**config.mk**
```make
export PLATFORM = sky130hd
export DESIGN_NAME = mem_arbiter_flat
export DESIGN_NICKNAME = d
export VERILOG_FILES = /design/src/rtl/mem_arbiter_if.sv /design/src/rtl/mem_arbiter.sv /design/src/flat_wrapper.sv
export SDC_FILE = /design/constraint.sdc
export NUM_CORES = 1
export LEC_CHECK = 0
export ABC_CLOCK_PERIOD_IN_PS = 4100
export CORE_MARGIN = 2
export CORE_UTILIZATION = 49
export CTS_CLUSTER_DIAMETER = 200
export CTS_CLUSTER_SIZE = 25
export DETAILED_ROUTE_END_ITERATION = 10
export PLACE_DENSITY = 0.75
export SLEW_MARGIN = 30
export SYNTH_ARGS = -nofsm -noshare
export SYNTH_HDL_FRONTEND = slang
export SYNTH_SLANG_ARGS = --single-unit
export TNS_END_PERCENT = 50
```
**constraint.sdc**
```tcl
create_clock -name clk -period 4.1 [get_ports clk]
set_input_delay 1.025 -clock clk [delete_from_list [all_inputs] [get_ports clk]]
set_output_delay 1.025 -clock clk [all_outputs]
set_load 0.1 [all_outputs]
```
**src/rtl/mem_arbiter_if.sv**
```systemverilog
// mem_arbiter_if: RAM/IO port plus ICache refill and LSB request channels of the memory arbiter
interface mem_arbiter_if #(
  parameter int LINE_BYTES = 16
);
  logic rdy;
  logic [31:0] ram_a;
  logic [7:0] ram_dout;
  logic ram_wr;
  logic [7:0] ram_din;
  logic io_buffer_full;
  logic flush;
  logic ic_req;
  logic [31:0] ic_addr;
  logic ic_valid;
  logic [8*LINE_BYTES-1:0] ic_line;
  logic lsb_req;
  logic lsb_we;
  logic [1:0] lsb_size;
  logic lsb_signed;
  logic [31:0] lsb_addr;
  logic [31:0] lsb_wdata;
  logic lsb_done;
  logic [31:0] lsb_rdata;
  modport master (
    input rdy, ram_din, io_buffer_full, flush, ic_req, ic_addr,
          lsb_req, lsb_we, lsb_size, lsb_signed, lsb_addr, lsb_wdata,
    output ram_a, ram_dout, ram_wr, ic_valid, ic_line, lsb_done, lsb_rdata
  );
  modport slave (
    output rdy, ram_din, io_buffer_full, flush, ic_req, ic_addr,
           lsb_req, lsb_we, lsb_size, lsb_signed, lsb_addr, lsb_wdata,
    input ram_a, ram_dout, ram_wr, ic_valid, ic_line, lsb_done, lsb_rdata
  );
endinterface

```
**src/rtl/mem_arbiter.sv**
```systemverilog
// mem_arbiter: arbitrates ICache refills vs LSB accesses onto the byte-serial RAM/IO port
module mem_arbiter #(
  parameter int LINE_BYTES = 16,
  parameter int STARVE_LIMIT = 4
) (
  input logic clk,
  input logic rst,
  mem_arbiter_if.master bus
);
  localparam int W = $clog2(LINE_BYTES) + 1;
  localparam int SW = $clog2(STARVE_LIMIT + 1);
  typedef enum logic [1:0] {IDLE, IFETCH, LOAD, STORE} state_t;
  state_t state;
  logic [31:0] base, ram_a, wdat, rdata, ext;
  logic [W-1:0] n, cnt, pidx;
  logic [SW-1:0] starve;
  logic [8*LINE_BYTES-1:0] buf_q, nbuf, line;
  logic [7:0] dout;
  logic [1:0] sz;
  logic sgn, a_act, pend, wr_q, ic_v, done;
  logic stall, issue, last, ic_pick, lsb_pick;
  assign stall = a_act & bus.io_buffer_full & (ram_a[17:16] == 2'b11);
  assign issue = a_act & ~stall;
  assign last = cnt == n - 1'b1;
  assign ic_pick = bus.ic_req & ~bus.flush & (~bus.lsb_req | (starve == SW'(STARVE_LIMIT)));
  assign lsb_pick = bus.lsb_req & ~ic_pick;
  assign ext = sz == 2'b10 ? nbuf[31:0] :
               sz == 2'b01 ? {{16{sgn & nbuf[15]}}, nbuf[15:0]} :
               {{24{sgn & nbuf[7]}}, nbuf[7:0]};
  assign bus.ram_a = ram_a;
  assign bus.ram_dout = dout;
  assign bus.ram_wr = wr_q & bus.rdy & ~stall;
  assign bus.ic_valid = ic_v;
  assign bus.ic_line = line;
  assign bus.lsb_done = done;
  assign bus.lsb_rdata = rdata;
  always_comb begin
    nbuf = buf_q;
    if (pend) nbuf[{pidx, 3'b000} +: 8] = bus.ram_din;
  end
  always_ff @(posedge clk)
    if (rst) begin
      state <= IDLE;
      base <= '0;
      ram_a <= '0;
      wdat <= '0;
      rdata <= '0;
      n <= '0;
      cnt <= '0;
      pidx <= '0;
      starve <= '0;
      buf_q <= '0;
      line <= '0;
      dout <= '0;
      sz <= '0;
      sgn <= 1'b0;
      a_act <= 1'b0;
      pend <= 1'b0;
      wr_q <= 1'b0;
      ic_v <= 1'b0;
      done <= 1'b0;
    end else if (bus.rdy) begin
      ic_v <= 1'b0;
      done <= 1'b0;
      buf_q <= nbuf;
      if (!bus.ic_req) starve <= '0;
      if (state == IDLE) begin
        if (!ic_v && !done && (ic_pick || lsb_pick)) begin
          state <= ic_pick ? IFETCH : bus.lsb_we ? STORE : LOAD;
          base <= ic_pick ? bus.ic_addr : bus.lsb_addr;
          ram_a <= ic_pick ? bus.ic_addr : bus.lsb_addr;
          n <= ic_pick ? W'(LINE_BYTES) : bus.lsb_size == 2'b10 ? W'(4) : bus.lsb_size == 2'b01 ? W'(2) : W'(1);
          cnt <= '0;
          a_act <= 1'b1;
          sz <= bus.lsb_size;
          sgn <= bus.lsb_signed;
          wdat <= bus.lsb_wdata;
          wr_q <= lsb_pick & bus.lsb_we;
          dout <= (lsb_pick & bus.lsb_we) ? bus.lsb_wdata[7:0] : 8'h00;
          starve <= (ic_pick || !bus.ic_req) ? '0 : starve == SW'(STARVE_LIMIT) ? starve : starve + 1'b1;
        end
      end else if (state == IFETCH && bus.flush) begin
        state <= IDLE;
        ram_a <= '0;
        cnt <= '0;
        a_act <= 1'b0;
        pend <= 1'b0;
      end else begin
        pend <= issue & (state != STORE);
        if (issue) begin
          pidx <= cnt;
          cnt <= cnt + 1'b1;
          a_act <= !last;
          ram_a <= last ? '0 : base + 32'(cnt) + 32'd1;
          wr_q <= !last & (state == STORE);
          dout <= (last || state != STORE) ? 8'h00 : wdat[{cnt[1:0] + 2'd1, 3'b000} +: 8];
        end
        if (state == STORE && issue && last) begin
          state <= IDLE;
          done <= 1'b1;
          rdata <= '0;
        end
        if (state != STORE && pend && pidx == n - 1'b1) begin
          state <= IDLE;
          ic_v <= state == IFETCH;
          done <= state != IFETCH;
          line <= state == IFETCH ? nbuf : line;
          rdata <= state == IFETCH ? rdata : ext;
        end
      end
    end
endmodule
```
**src/flat_wrapper.sv**
```systemverilog
// flat-port wrapper written by rule: the top's interface ports become plain ports
module mem_arbiter_flat 
#(
  parameter int LINE_BYTES = 16,
  parameter int STARVE_LIMIT = 4
)
  (clk, rst, bus_rdy, bus_ram_din, bus_io_buffer_full, bus_flush, bus_ic_req, bus_ic_addr, bus_lsb_req, bus_lsb_we, bus_lsb_size, bus_lsb_signed, bus_lsb_addr, bus_lsb_wdata, bus_ram_a, bus_ram_dout, bus_ram_wr, bus_ic_valid, bus_ic_line, bus_lsb_done, bus_lsb_rdata);
  mem_arbiter_if #(.LINE_BYTES(LINE_BYTES)) bus_i ();
  input logic clk;
  input logic rst;
  input wire logic [$bits(bus_i.rdy)-1:0] bus_rdy;
  input wire logic [$bits(bus_i.ram_din)-1:0] bus_ram_din;
  input wire logic [$bits(bus_i.io_buffer_full)-1:0] bus_io_buffer_full;
  input wire logic [$bits(bus_i.flush)-1:0] bus_flush;
  input wire logic [$bits(bus_i.ic_req)-1:0] bus_ic_req;
  input wire logic [$bits(bus_i.ic_addr)-1:0] bus_ic_addr;
  input wire logic [$bits(bus_i.lsb_req)-1:0] bus_lsb_req;
  input wire logic [$bits(bus_i.lsb_we)-1:0] bus_lsb_we;
  input wire logic [$bits(bus_i.lsb_size)-1:0] bus_lsb_size;
  input wire logic [$bits(bus_i.lsb_signed)-1:0] bus_lsb_signed;
  input wire logic [$bits(bus_i.lsb_addr)-1:0] bus_lsb_addr;
  input wire logic [$bits(bus_i.lsb_wdata)-1:0] bus_lsb_wdata;
  output wire logic [$bits(bus_i.ram_a)-1:0] bus_ram_a;
  output wire logic [$bits(bus_i.ram_dout)-1:0] bus_ram_dout;
  output wire logic [$bits(bus_i.ram_wr)-1:0] bus_ram_wr;
  output wire logic [$bits(bus_i.ic_valid)-1:0] bus_ic_valid;
  output wire logic [$bits(bus_i.ic_line)-1:0] bus_ic_line;
  output wire logic [$bits(bus_i.lsb_done)-1:0] bus_lsb_done;
  output wire logic [$bits(bus_i.lsb_rdata)-1:0] bus_lsb_rdata;
  assign bus_i.rdy = bus_rdy;
  assign bus_i.ram_din = bus_ram_din;
  assign bus_i.io_buffer_full = bus_io_buffer_full;
  assign bus_i.flush = bus_flush;
  assign bus_i.ic_req = bus_ic_req;
  assign bus_i.ic_addr = bus_ic_addr;
  assign bus_i.lsb_req = bus_lsb_req;
  assign bus_i.lsb_we = bus_lsb_we;
  assign bus_i.lsb_size = bus_lsb_size;
  assign bus_i.lsb_signed = bus_lsb_signed;
  assign bus_i.lsb_addr = bus_lsb_addr;
  assign bus_i.lsb_wdata = bus_lsb_wdata;
  assign bus_ram_a = bus_i.ram_a;
  assign bus_ram_dout = bus_i.ram_dout;
  assign bus_ram_wr = bus_i.ram_wr;
  assign bus_ic_valid = bus_i.ic_valid;
  assign bus_ic_line = bus_i.ic_line;
  assign bus_lsb_done = bus_i.lsb_done;
  assign bus_lsb_rdata = bus_i.lsb_rdata;
  mem_arbiter #(.LINE_BYTES(LINE_BYTES), .STARVE_LIMIT(STARVE_LIMIT)) u_core (.clk(clk), .rst(rst), .bus(bus_i));
endmodule
```
Yosys cells after proc, flatten, opt, wreduce, memory -nomap -nowiden
Index checks and enable logic that the tools add are counted.

operators by class
  add/subtract/negate cells = 7
  equal/unequal tests = 16
  shifts and indexed selects = 3
  mux-type cells = 54
  bitwise logic cells = 20
  reductions and logical operators = 28

operators with widths
  cell                        count
  $mux W32                    11
  $bwmux W128                 1
  $mux W128                   1
  $shift A8 B10 Y128 const A  1
  $shiftx A8 B10 Y128         1
  $mux W8                     6
  $add A32 B1 Y32 const B     1
  $add A32 B5 Y32             1
  $shiftx A32 B6 Y8           1
  $mux W5                     6
  $mux W1                     17
  $mux W3                     5
  $mux W2                     7
  $and A1 B1 Y1               13
  $eq A5 B5 Y1                2
  $neg A8 Y10                 1
  $reduce_and A5 Y1           2
  $reduce_and A3 Y1           3
  $eq A2 B2 Y1 const B        4
  $reduce_and A4 Y1           2
  $logic_and A1 B1 Y1         7
  $eq A2 B1 Y1 const B        3
  $ne A2 B2 Y1 const B        3
  $not A1 Y1                  6
  15 further kinds            23

word-level totals
  register bits after elaboration = 420
  bits of input ports = 115
  output and inout port bits = 203
  word-level logic and storage cells = 147

Longest topological paths before layout
Gate-level depths: netlist of the first run.

  word-level depth = 10
  depth in mapped cells = 13
  depth with buffers taken out = 9

Least setup slack after synthesis of the first run
Ideal clock, no wire load.

  path type = input -> output
  start = input bus_rdy
  end = output bus_ram_wr
  arrival = 3.492 ns
  required time = 3.075 ns
  slack = -0.417 ns
  stages = 5
  path buffers = 3
  path through = clkbuf_1 > clkbuf_1 > clkbuf_1 > nand2_1 > a41oi_1

on the way
  longest elaborated chain between the ends = 2

ends and longest elaborated chain
  what                        RTL line            RTL
  start, declared             flat_wrapper.sv:11  input wire logic [$bits(bus_i.rdy)-1:0] bus_rdy;
  $and A1 B1 Y1 (2 in a row)  mem_arbiter.sv:32   assign bus.ram_wr = wr_q & bus.rdy & ~stall;
  end, declared               flat_wrapper.sv:25  output wire logic [$bits(bus_i.ram_wr)-1:0] bus_ram_wr;

Every way passes these cells.

Final worst setup path of the first run
  start = register u_core.n[0]
  end = register u_core.line[36] (netlist: u_core.bus.ic_line[36])

on the way
  longest elaborated chain between the ends = 4

ends and longest elaborated chain
  what                                RTL line            RTL
  start, declared                     mem_arbiter.sv:15   logic [W-1:0] n, cnt, pidx;
  start signal, assigned              mem_arbiter.sv:72   n <= ic_pick ? W'(LINE_BYTES) : bus.lsb_size == 2'b10 ? W'(4) : bus.lsb_size == 2'b01 ? W'(2) : W'(1);
  $sub A5 B1 Y5                       mem_arbiter.sv:103  if (state != STORE && pend && pidx == n - 1'b1) begin
  $eq A5 B5 Y1                        mem_arbiter.sv:103
  $logic_and A1 B1 Y1                 mem_arbiter.sv:103
  $reduce_and A5 Y1 (no source line)  -
  end signal, assigned                mem_arbiter.sv:107  line <= state == IFETCH ? nbuf : line;
  end, declared                       mem_arbiter.sv:17   logic [8*LINE_BYTES-1:0] buf_q, nbuf, line;

Every way passes these cells.
A chain may end at the register's enable or synchronous reset.

==> results of run 1 <==
==> registers in the layout, indices dropped and copies added (netlist names), 2 cells and up <==
signal	cells
u_core.buf_q	128
u_core.bus.lsb_rdata	32
u_core.bus.ram_a	32
u_core.state	2
u_core.n	4
u_core.base	32
u_core.bus.ic_line	128
u_core.wdat	32
u_core.pidx	5
u_core.bus.ram_dout	8
u_core.starve	3
u_core.cnt	5
u_core.sz	2
==> worst min-delay path, stage by stage (launching register included) <==
cell	delay (ns)
dfxtp_1	0.32
nand2_1	0.05
a21oi_1	0.05
==> metal layers <==
metal / GRT usage / part of all wire / vias up
li1: - / - / 7983
met1: 0.335 / 0.41 / 7738
met2: 0.475 / 0.50 / 532
met3: 0.0408 / 0.063 / 68
met4: 0.0613 / 0.021 / 0
met5: 0 / 0 / -
==> where the power goes <==
group / total [W] / switching [W] / internal (W)
Sequential: 0.00427 / 0.0000899 / 0.00418
Clock: 0.00221 / 0.00128 / 0.000924
Combinational: 0.00111 / 0.000739 / 0.000369
Total: 0.00758 / 0.00211 / 0.00547
==> final timing paths <==
| check | start | slack (ns) | endpoint |
|---|---|---|---|
| max | u_core.n[0] | 0.87 | u_core.bus.ic_line[36] |
| min | u_core.buf_q[50] | 0.46 | u_core.buf_q[50] |
| max reg2reg | u_core.n[0] | 0.87 | u_core.bus.ic_line[36] |
| min reg2reg | u_core.buf_q[50] | 0.46 | u_core.buf_q[50] |
==> cell usage after synthesis, drive strengths merged, types with 15 or more instances <==
cell type and instances:
inv 22, mux2i 133, and3 17, nor2b 25, o22ai 17, xnor2 25, a21oi 221, nor3 71
a211oi 150, dfxtp 419, clkbuf 125, nand2b 15, and2 15, buf 50, nand3 51, nand2 241
o21ai 48, nor2 375
==> through the flow <==
step                      utilization  power (W)  setup slack [ns]  hold slack [ns]
final                           0.608    0.00758             0.870            0.459
after detailed placement        0.593    0.00546             0.654            0.446
after floorplan                     -    0.00508             0.184            0.433
after global routing            0.608    0.00785             0.534            0.471
after global placement          0.594    0.00544             0.742            0.440
after CTS                       0.608    0.00761             0.698            0.460
==> kinds of logic after synthesis <==
logic type	after synthesis	synth area share
xor gates and xnor gates	40	0.0210
muxes	148	0.0873
DFF	419	0.458
AOI/OAI and AO/OA	505	0.174
buffers and inverters	197	0.0454
and+or+nand+nor	856	0.204
adders and majority gates	14	0.00998
==> layout make-up <==
class | instances | share of cell area
Clock buffer | 21 | 0.0236
Antenna cell | 2 | 0.000224
Sequential cell | 419 | 0.376
Timing Repair Buffer | 361 | 0.159
Tap cell | 468 | 0.0263
Clock inverter | 1 | 0.000393
Multi-Input combinational cell | 1563 | 0.411
Inverter | 22 | 0.00370
==> flow_summary_export.csv, run 1 <==
group,metric,value,unit
min_path,hp-class,"flip-flop to flip-flop",
timing,fin_tns_setup,0,ns
cells_and_area,layout.cells.most_common_list,"dfxtp_1, nor2_1, clkdlybuf4s50_1, nand2_1, a21oi_1",
cells_and_area,fillers,3223,
place,dpl_cell_area,21800,um2
routing,totalWireLength,53.4,mm
logic_synthesis,synth_flop_cell,"dfxtp_1",
floorplanning,coreArea,36700,um2
job,cap_viol_max_count,0,
floorplanning,die-area,38900,um2
routing,ant_nets,0,
cells_and_area,fin_area,22300,um2
cells_and_area,finalNonFillerCells,2857,
setup_path,crit_type,"flip-flop to flip-flop",
routing,wl_per_cell,18.7,um
pwr,p_per_area,340,nW/um2
timing,min_period_over_period,0.788,
setup_path,path_cells,"inv_1 > ha_1 > ha_1 > xor2_1 > nand2_1 > nor3_2 > and4b_4 > buf_12 > nor2_1 > a311oi_1",
pwr,vdd_drop_max,0.367,mV
logic_synthesis,syn_inst,2179,
setup_path,critPathCaptureType,"flip-flop",
setup_path,crit_slowest_cell,"and4b_4",
setup_path,cpMostUsedCell,"ha_1",
floorplanning,core.rowCount,70,
timing,max-slew-margin-rel,0.299,
cells_and_area,seq_area,8390,um2
setup_path,startpoint_type,"flip-flop",
cells_and_area,drive_gt1_frac,0.0545,
clock_network,cts_inserted_buffers,20,
global_routing,grt_max_degree,217,
floorplanning,die_w,197,um
status,status,"finished clean",
global_routing,antenna_found_initial,1,
routing,drt_iter0_markers,1286,
timing,hold_viol,0,
routing,dr.pass1.iters,5,
cells_and_area,nets,2516,
min_path,hold_depth,2,
timing,post-route-min-period,3.23,ns
clock_network,cts_buffer_depth,3,
clock_network,root_buffer,"clkbuf_16",
logic_synthesis,seq_area_frac_synth,0.458,
pwr,p_leak,7.67,nW
clock_network,post_cts_resized,0,
logic_synthesis,syn-cell-area,18300,um2
setup_path,crit_required,4.55,ns
routing,route.detailed.drc,0,
logic_synthesis,synth_edf_count,0,
setup_path,crit_family,"simple AND/OR/NAND/NOR gates",
floorplanning,pin_count,318,
timing,rsz0062_at_grt,"no",
logic_synthesis,ys_types,70,
clock_network,cts_tree,"yes",
clock_network,cts.sinks,419,
clock_network,clock_latency,0.54,ns
logic_synthesis,synth_area_per_cell,8.40,um2
timing,fmax,310,MHz
global_routing,grt_pass1_wl,83.3,mm
global_routing,grt_pass1_vias,15400,
routing,vias_per_cell,5.71,
floorplanning,start_util,0.499,
place,io_buffers,317,
setup_path,worstPathArrival,3.68,ns
setup_path,max_stage_delay,0.70,ns
place,placed_cells,2833,
setup_path,cp_num_buf_inv,2,
timing,setup_viol,0,
cells_and_area,synthToLayoutAreaGrowth,21.8,%
global_routing,grtUsageTotal,0.265,
timing,tightest_slew,1.05,ns
global_routing,overflow,0,
clock_network,cts_htree_levels,1,
floorplanning,dieHeight,197,um
place,gp_congestion,0.870,
logic_synthesis,ys_ff_latch,419,
routing,via_count,16300,
setup_path,path_depth,10,
clock_network,clkSlewWorstSetupHoldPaths,0.10,ns
cells_and_area,final_common_cell,"dfxtp_1",
logic_synthesis,yosys-top-cells-area,"dfxtp_1, nor2_1, mux2i_1, a211oi_1, a21oi_1",
setup_path,crit_fanout,56,
timing,finClkSkew,0.0149,ns
logic_synthesis,synthArstFlopShare,0,
logic_synthesis,yosysTopAreaCellShare,0.458,
clock_network,cts_setup_buffers,0,
logic_synthesis,synth_top_cell_by_area,"dfxtp_1",
place,dp_hpwl,38.1,mm
setup_path,reg2reg_depth,10,
logic_synthesis,syn-num-nets,2308,
clock_network,holdBufCountCts,0,
cells_and_area,multi_input_area,9160,um2
logic_synthesis,ys_warn_count,0,
timing,slew_viol_final,0,
Power figures use the tool's default switching activity.
==> run 2: changes to the inputs <==
- ABC_CLOCK_PERIOD_IN_PS: 4100 -> 3200
- clock period: 4.1 -> 3.2 ns (I/O delays scaled with it)
==> run 2 against run 1 <==
  * First-iteration DRC count rose by 0.70%
  * Worst hold slack worse by 0.0013 ns
  * Power is 28% higher
  * Largest cell class unchanged
  * Sequential power increased by 28%
  * Final area fell by 0.77%
  * Non-clock buffer count increased by 32
  * Combinational power grew 29%
  * Critical path type unchanged
  * Global-route usage rose by 0.27 points
  * Wire length grew 0.23%
  * Sequential share of layout area increased by 0.29 points
==> flow_summary_export.csv, run 2 (synthesized netlist as in run 1, its figures left out) <==
group,metric,value,unit
place,dpl_cell_area,21600,um2
setup_path,r2r_start,"u_core.n[0]",
clock_network,cts_setup_buffers,0,
global_routing,grt_pass1_wl,83.9,mm
routing,ant_nets,0,
pwr,p_leak,8.24,nW
routing,via_count,16500,
global_routing,grt_max_degree,162,
floorplanning,dieHeight,197,um
global_routing,grt_pass1_vias,15500,
floorplanning,pin_count,318,
min_path,hp-class,"flip-flop to flip-flop",
routing,dr.pass1.iters,5,
setup_path,reg2reg_depth,11,
cells_and_area,final_common_cell,"dfxtp_1",
cells_and_area,fin_area,22100,um2
clock_network,cts.sinks,419,
cells_and_area,finalNonFillerCells,2887,
setup_path,crit_required,3.65,ns
timing,fmax,342,MHz
floorplanning,coreArea,36700,um2
timing,max-slew-margin-rel,0.452,
clock_network,clock_latency,0.55,ns
timing,post-route-min-period,2.93,ns
setup_path,startpoint_type,"flip-flop",
timing,rsz0062_at_grt,"no",
setup_path,r2r_slack,0.27,ns
place,placed_cells,2865,
timing,min_period_over_period,0.914,
routing,vias_per_cell,5.72,
timing,finClkSkew,0.0234,ns
timing,tightest_slew,0.819,ns
floorplanning,start_util,0.499,
place,dp_hpwl,38.7,mm
routing,drt_iter0_markers,1295,
setup_path,critPathCaptureType,"flip-flop",
setup_path,worstPathArrival,3.38,ns
clock_network,clkSlewWorstSetupHoldPaths,0.11,ns
clock_network,cts_buffer_depth,3,
floorplanning,core.rowCount,70,
cells_and_area,antennaDiodeCount,0,
routing,totalWireLength,53.5,mm
cells_and_area,layout.cells.most_common_list,"dfxtp_1, nor2_1, buf_4, nand2_1, a21oi_1",
timing,slew_viol_final,0,
global_routing,overflow,0,
setup_path,crit_fanout,44,
clock_network,cts_htree_levels,1,
global_routing,grtUsageTotal,0.268,
status,status,"finished clean",
clock_network,root_buffer,"clkbuf_16",
global_routing,antenna_found_initial,1,
cells_and_area,drive_gt1_frac,0.147,
setup_path,r2r_end,"u_core.bus.ic_line[15]",
floorplanning,die_w,197,um
pwr,vdd_drop_max,0.443,mV
cells_and_area,nets,2548,
clock_network,cts_inserted_buffers,20,
routing,wl_per_cell,18.5,um
clock_network,cts_tree,"yes",
floorplanning,die-area,38900,um2
place,io_buffers,317,
cells_and_area,synthToLayoutAreaGrowth,20.8,%
min_path,worstHoldStart,"u_core.buf_q[64]",
routing,route.detailed.drc,0,
timing,setup_viol,0,
job,cap_viol_max_count,0,
timing,fin_tns_setup,0,ns
min_path,hold_depth,2,
setup_path,crit_type,"flip-flop to flip-flop",
pwr,p_per_area,440,nW/um2
timing,hold_viol,0,
place,gp_congestion,0.880,
min_path,whs_endpoint,"u_core.buf_q[64]",
[run 2: cell count changes in the layout (fill, tap and decap cells not counted), moves of 2 or more]
cell / previous run / this run
diode_2: 2 / 0
clkdlybuf4s50_1: 305 / 112
buf_2: 9 / 1
buf_4: 39 / 269
buf_12: 7 / 10
[run 2: through the flow]
step / util / setup WS, ns / power (W) / hold slack (ns)
finish: 0.603 / 0.274 / 0.00973 / 0.458
global route: 0.603 / 0.0659 / 0.0101 / 0.471
CTS: 0.603 / 0.115 / 0.00977 / 0.459
detailed placement: 0.588 / 0.165 / 0.00700 / 0.445
global placement: 0.588 / 0.268 / 0.00697 / 0.440
floorplan: - / 0.0765 / 0.00651 / 0.433
[run 2: layout make-up]
type,instances,area (um2)
fillers,3241,14600
multi-input cells,1563,9180
flip-flops and latches,419,8390
repair buffers,393,3360
well taps,468,586
clock buffers,21,526
inverters,22,82.6
clock inverters,1,8.76
[run 2: worst max path at each step]
stage	start	cells past startpoint	endpoint
after CTS	u_core.n[0]	9	u_core.bus.lsb_rdata[27]
after global routing	u_core.n[0]	11	u_core.bus.ic_line[16]
final	u_core.n[0]	11	u_core.bus.ic_line[15]
after floorplan	bus_rdy	5	bus_ram_wr
after global placement	u_core.n[0]	9	u_core.bus.lsb_rdata[28]
after detailed placement	bus_ram_din[7]	6	u_core.bus.lsb_rdata[26]
[run 2: metal layers]
| layer | track usage | vias to the layer above | part of all wire |
|---|---|---|---|
| met4 | 0.105 | 0 | 0.040 |
| met2 | 0.456 | 566 | 0.48 |
| met3 | 0.0417 | 120 | 0.063 |
| li1 | - | 8048 | - |
| met1 | 0.341 | 7770 | 0.42 |
| met5 | 0 | - | 0 |
[run 2: power by group]
group          switching [W]  total [W]  internal [W]  leakage, nW
Combinational       0.000956    0.00143      0.000473         4.58
Sequential          0.000114    0.00547       0.00535         3.40
Clock                0.00165    0.00284       0.00118        0.263
[run 2: timing repair]
action | 4_1_cts | 5_1_grt
setup endpoints to repair | 0 | 1
gates resized for setup | 0 | 1
hold buffers | 0 | 0
[run 2: worst max-delay path, stage by stage, from the launching register on]
cell and delay (ns):
dfxtp_1 0.49, inv_1 0.08, ha_1 0.21, ha_1 0.32
xor2_1 0.15, nand2_1 0.13, nor3_4 0.29, and4b_4 0.33
buf_12 0.25, buf_12 0.24, nor2_1 0.08, a211oi_1 0.24
